### src/rtl/rhd_miso_deserializer.sv
// rhd_miso_deserializer
// Host-side receive stage for the headstage MISO lines. SCLK, CS and every
// MISO line are oversampled in the clk domain. The MISO sample point is
// pushed back by a programmable number of clk cycles to absorb cable and
// headstage delay. One WORD_BITS word is assembled per MISO line per SPI
// frame. Good frames are presented with a single-cycle valid strobe, and
// malformed frames raise a single-cycle frame_err strobe instead.
//
// Ports
//   clk           system clock, at least 4x the SCLK frequency
//   rst_n         asynchronous active-low reset
//   SCLK          SPI clock as driven to the headstages (asynchronous)
//   CS            SPI chip select, active-low (asynchronous)
//   MISO1, MISO2  per-port MISO lines, bit 0 = port A
//   sample_delay  clk cycles from a detected SCLK rise to the MISO sample
//   data1, data2  received words, port p at [p*WORD_BITS +: WORD_BITS]
//   valid         one-cycle strobe: data1/data2 hold a new good frame
//   frame_err     one-cycle strobe: the frame just ended malformed
//   frame_count   number of good frames received, wraps at 16 bits
module rhd_miso_deserializer #(
  parameter int N_PORTS   = 8,
  parameter int WORD_BITS = 16,
  parameter int DELAY_W   = 4
) (
  input  logic                           clk,
  input  logic                           rst_n,
  input  logic                           SCLK,
  input  logic                           CS,
  input  logic [N_PORTS-1:0]             MISO1,
  input  logic [N_PORTS-1:0]             MISO2,
  input  logic [DELAY_W-1:0]             sample_delay,
  output logic [N_PORTS*WORD_BITS-1:0]   data1,
  output logic [N_PORTS*WORD_BITS-1:0]   data2,
  output logic                           valid,
  output logic                           frame_err,
  output logic [15:0]                    frame_count
);

  // bit_cnt saturates one step past a full word, so it can tell
  // "exactly WORD_BITS" apart from "too many".
  localparam int                CNT_W    = $clog2(WORD_BITS + 2);
  localparam logic [CNT_W-1:0]  FULL_CNT = CNT_W'(WORD_BITS);
  localparam logic [CNT_W-1:0]  SAT_CNT  = CNT_W'(WORD_BITS + 1);

  typedef enum logic [1:0] {
    IDLE,
    SHIFT,
    DONE
  } state_t;

  // Synchronizers. Index 0 is the first flop and index 1 is the synced value.
  // Index 2 is the history flop used for edge detection on SCLK and CS.
  // MISO uses the same two-flop depth, so it stays aligned with SCLK.
  logic [2:0]         sclk_sync;
  logic [2:0]         cs_sync;
  logic [N_PORTS-1:0] miso1_meta, miso1_sync;
  logic [N_PORTS-1:0] miso2_meta, miso2_sync;

  always_ff @(posedge clk or negedge rst_n) begin
    if (!rst_n) begin
      sclk_sync  <= 3'b000;
      cs_sync    <= 3'b111;
      miso1_meta <= '0;
      miso1_sync <= '0;
      miso2_meta <= '0;
      miso2_sync <= '0;
    end else begin
      sclk_sync  <= {sclk_sync[1:0], SCLK};
      cs_sync    <= {cs_sync[1:0], CS};
      miso1_meta <= MISO1;
      miso1_sync <= miso1_meta;
      miso2_meta <= MISO2;
      miso2_sync <= miso2_meta;
    end
  end

  logic sclk_rise;
  logic cs_rise;
  logic cs_low;

  assign sclk_rise = sclk_sync[1] & ~sclk_sync[2];
  assign cs_rise   = cs_sync[1] & ~cs_sync[2];
  // IDLE starts a frame on the CS level rather than on a one-cycle fall
  // pulse. A fall that arrives while the FSM sits in DONE is then still
  // taken up on the next IDLE cycle.
  assign cs_low    = ~cs_sync[1];

  state_t                               state, state_n;
  logic [CNT_W-1:0]                     bit_cnt, bit_cnt_n;
  logic [DELAY_W-1:0]                   wait_cnt, wait_cnt_n;
  logic                                 pending, pending_n;
  logic                                 err, err_n;
  logic [N_PORTS-1:0][WORD_BITS-1:0]    shift1, shift1_n;
  logic [N_PORTS-1:0][WORD_BITS-1:0]    shift2, shift2_n;
  logic [N_PORTS*WORD_BITS-1:0]         data1_n, data2_n;
  logic                                 valid_n, frame_err_n;
  logic [15:0]                          count_n;

  // Frame state and output registers.
  always_ff @(posedge clk or negedge rst_n) begin
    if (!rst_n) begin
      state       <= IDLE;
      bit_cnt     <= '0;
      wait_cnt    <= '0;
      pending     <= 1'b0;
      err         <= 1'b0;
      shift1      <= '0;
      shift2      <= '0;
      data1       <= '0;
      data2       <= '0;
      valid       <= 1'b0;
      frame_err   <= 1'b0;
      frame_count <= '0;
    end else begin
      state       <= state_n;
      bit_cnt     <= bit_cnt_n;
      wait_cnt    <= wait_cnt_n;
      pending     <= pending_n;
      err         <= err_n;
      shift1      <= shift1_n;
      shift2      <= shift2_n;
      data1       <= data1_n;
      data2       <= data2_n;
      valid       <= valid_n;
      frame_err   <= frame_err_n;
      frame_count <= count_n;
    end
  end

  // wait_cnt holds the number of cycles still to wait *after* the current
  // one. A sample therefore lands exactly sample_delay cycles after the
  // SCLK rise is detected, and in the same cycle when sample_delay is 0.
  always_comb begin
    logic take;
    state_n     = state;
    bit_cnt_n   = bit_cnt;
    wait_cnt_n  = wait_cnt;
    pending_n   = pending;
    err_n       = err;
    shift1_n    = shift1;
    shift2_n    = shift2;
    data1_n     = data1;
    data2_n     = data2;
    count_n     = frame_count;
    valid_n     = 1'b0;
    frame_err_n = 1'b0;
    take        = 1'b0;

    case (state)
      IDLE: begin
        if (cs_low) begin
          bit_cnt_n  = '0;
          wait_cnt_n = '0;
          pending_n  = 1'b0;
          err_n      = 1'b0;
          shift1_n   = '0;
          shift2_n   = '0;
          state_n    = SHIFT;
        end
      end

      SHIFT: begin
        if (sclk_rise) begin
          // A new rise while a sample is still pending is an overrun. The
          // old sample is dropped and the delay restarts for the new rise.
          if (pending) begin
            err_n = 1'b1;
          end
          if (sample_delay == '0) begin
            take      = 1'b1;
            pending_n = 1'b0;
          end else begin
            pending_n  = 1'b1;
            wait_cnt_n = sample_delay - DELAY_W'(1);
          end
        end else if (pending) begin
          if (wait_cnt == '0) begin
            take      = 1'b1;
            pending_n = 1'b0;
          end else begin
            wait_cnt_n = wait_cnt - DELAY_W'(1);
          end
        end

        if (take) begin
          for (int p = 0; p < N_PORTS; p++) begin
            shift1_n[p] = {shift1[p][WORD_BITS-2:0], miso1_sync[p]};
            shift2_n[p] = {shift2[p][WORD_BITS-2:0], miso2_sync[p]};
          end
          if (bit_cnt != SAT_CNT) begin
            bit_cnt_n = bit_cnt + CNT_W'(1);
          end
        end

        // A sample falling due in the same cycle as the CS rise has already
        // been taken above, so DONE judges the completed count.
        if (cs_rise) begin
          state_n = DONE;
        end
      end

      DONE: begin
        if (bit_cnt == FULL_CNT && !err && !pending) begin
          data1_n = shift1;
          data2_n = shift2;
          valid_n = 1'b1;
          count_n = frame_count + 16'd1;
        end else begin
          frame_err_n = 1'b1;
        end
        state_n = IDLE;
      end

      default: begin
        state_n = IDLE;
      end
    endcase
  end

endmodule

### config.mk
export PLATFORM = sky130hd
export DESIGN_NAME = rhd_miso_deserializer
export DESIGN_NICKNAME = d
export VERILOG_FILES = /design/src/rtl/rhd_miso_deserializer.sv
export SDC_FILE = /design/constraint.sdc
export NUM_CORES = 1
export LEC_CHECK = 0
export ABC_AREA = 1
export CORE_MARGIN = 4
export CORE_UTILIZATION = 47
export CTS_CLUSTER_DIAMETER = 50
export DETAILED_ROUTE_END_ITERATION = 12
export PLACE_DENSITY = 0.71
export SLEW_MARGIN = 20
export SYNTH_ARGS = -nofsm -noshare
export SYNTH_HDL_FRONTEND = slang
export SYNTH_SLANG_ARGS = --single-unit
### constraint.sdc
create_clock -name clk -period 3.8 [get_ports clk]
set_input_delay 0.38 -clock clk [delete_from_list [all_inputs] [get_ports clk]]
set_output_delay 0.38 -clock clk [all_outputs]
set_load 0.05 [all_outputs]
==> results.toml <==
[routing]
viasPerCell = 5.01
firstDrtPassIters = 6
drt_drc_violations_left = 0
wl_per_cell_um = 16.0
drtIter0Drc = 1587
drtAntennaViolNets = 0
wl_mm = 51.2
vias = 16000

[place]
dp_hpwl_mm = 32.6
dp_cells = 3090
port_buffers = 297
gp_congestion = 0.805
placed_area_sq_um = 25300

[layout]
instances_no_fill = 3198
final_cell_mix = "nand2_1, dfrtp_1, clkdlybuf4s50_1"
final_util = 0.599
fill_cells = 3811
final_nets = 2579
syn2layout_area_growth_pct = 25.3
stdcell_area_sq_um = 27300
final_common_cell = "nand2_1"
final_layout_size_suffix_gt1_frac = 0.0532

[clock_tree]
clk_pin_slew_ns = 0.06
clk_latency_ns = 0.59
cts_tree = "done"
cts_root_buf = "clkbuf_16"
h-tree-depth = 2
cts_buffers = 58
cts_max_path_buffers = 3
cts_resized = 0
clkSinkCount = 581

[job]
maxCapViolations = 0

[sta]
fin_skew_ns = 0.0157
maxSlewHeadroom = 0.336
drv_slew = 0
max_freq_mhz = 416
fin_hold_ws_ns = 0.223
period_needed_ns = 2.40
rsz0062_at_grt = "false"
tightest_slew_ns = 0.997
report.final.hold_viol_count = 0
finalSetupTns_ns = 0
setup_viol = 0
period_share = 0.633

[floorplan]
rows = 78
initial_core_util = 0.478
die_w_um = 223
die_h_um = 223
core_area_sq_um = 45600
ios = 298
fp.dieArea_sq_um = 49900

[global_routing]
antenna_found_initial = 2
overflow = 0
grt_max_degree = 148
grt.total_usage = 0.206
grtUsageMet1 = 0.288
grt_pass1_vias = 16000
grt_use_met3 = 0.0395
busiest_layer = "met2"
grt_use_met2 = 0.333
grt_pass1_wl_mm = 85.0

[power_and_ir_drop]
peakVddDrop_mv = 0.344
p_leak_uw = 0.0128
powerDensity_nw_per_um2 = 504

[yosys]
ys_async_sr_fraction = 1.00
synth.avg_cell_area_sq_um = 9.52
synth_top_area_frac = 0.664
synth_ff_type = "dfrtp_1"
yosysUniqueCellTypes = 25
ys_warn_count = 0
ys_seq_area_frac = 0.667
post_synth_main_area_contributors = "dfrtp_1, nand2_1, o21ai_1"
synth_area_sq_um = 21800
synthCells = 2289
syn_nets = 2317
synth_edf_count = 0
synth_top_area_cell = "dfrtp_1"
ys_ff_latch = 581

[worst_setup_path]
cp-end-kind = "flip-flop"
cp_max_fo = 147
startpoint_type = "flip-flop"
crit_required_ns = 4.26
crit_type = "flip-flop to flip-flop"
arrival_ns = 2.86

[hold_path]
min_path_type = "input port to flip-flop"

[run_status]
status = "finished, final reports clean"
## cells in the mapped netlist (3+ instances only)
cell type  instances
dfrtp_1          578
dfstp_2            3
clkbuf_1          38
o21ai_1          191
o21ai_0          166
xnor2_1            6
nor2_1            28
xor2_1             4
nand2_1          857
buf_2             79
buf_1              5
buf_4              3
nand4_1           16
inv_1            201
ha_1               4
nand3_1           95
inv_2              3
## cells by family after synthesis
kind of cell,share of synthesized area
compound gates,0.0832
buf+inv,0.0617
simple gates,0.181
xor+xnor,0.00402
fa+ha+maj,0.00230
flops,0.667
## cell type report
type	instances	area [sq um]	share of cell area
clock buffer	82	1740	0.0636
inverter	204	773	0.0283
sequential	581	14500	0.533
clock inverter	23	244	0.00894
multi-input combinational	1379	5930	0.217
tap	600	751	0.0275
timing repair buffer	327	3310	0.121
antenna	2	5.00	0.000183
## sequential cells by signal, summed over array words and instances, names as in the netlist, 8 cells and up
| name | cells |
|---|---|
| miso2_sync | 8 |
| shift1 | 128 |
| data2 | 128 |
| shift2 | 128 |
| miso1_meta | 8 |
| frame_count | 16 |
| miso2_meta | 8 |
| data1 | 128 |
| miso1_sync | 8 |
## path summary, 6_finish.rpt
path	startpoint	to	slack, ns	cells after the start
hold / removal	MISO2[6]	miso2_meta[6]$_DFF_PN0_	0.22	1
setup reg to reg	bit_cnt[0]$_DFFE_PN0P_	data1[4]$_DFFE_PN0P_	1.40	7
setup / recovery	bit_cnt[0]$_DFFE_PN0P_	data1[4]$_DFFE_PN0P_	1.40	7
min in group asynchronous	rst_n	data1[114]$_DFFE_PN0P_	0.43	2
max in group asynchronous	rst_n	miso1_meta[2]$_DFF_PN0_	2.17	3
hold reg to reg	miso1_meta[6]$_DFF_PN0_	miso1_sync[6]$_DFF_PN0_	0.35	0
## metrics by stage
stage | total power, uW | setup slack (ns)
after global placement | 7980 | 1.27
after global routing | 14400 | 1.17
after floorplan | 7590 | 2.17
after detailed placement | 8040 | 1.24
after CTS | 13900 | 1.23
final | 13700 | 1.40
## power breakdown
group / total (uW) / switching [uW] / internal [uW]
Combinational: 1140 / 840 / 304
Clock: 5820 / 2370 / 3450
Sequential: 6780 / 236 / 6550
Total: 13700 / 3440 / 10300
## metal layers
| layer | part of all wire | wire [um] |
|---|---|---|
| met1 | 0.44 | 22800 |
| met2 | 0.48 | 24400 |
| met3 | 0.057 | 2920 |
| met4 | 0.022 | 1110 |
| met5 | 0 | 0 |
## critical path, cell delays in order (launching register included)
cell and delay (ns):
dfrtp_1 0.47, inv_1 0.07, ha_1 0.22, nand4_1 0.20, nor2_4 0.08, inv_8 0.51, buf_4 0.47, o21ai_0 0.15
## timing repair
action	in CTS	in global routing
hold endpoints to repair	95	0
hold buffers	1	0
buffers inserted	0	0
Power figures use the tool's default switching activity.
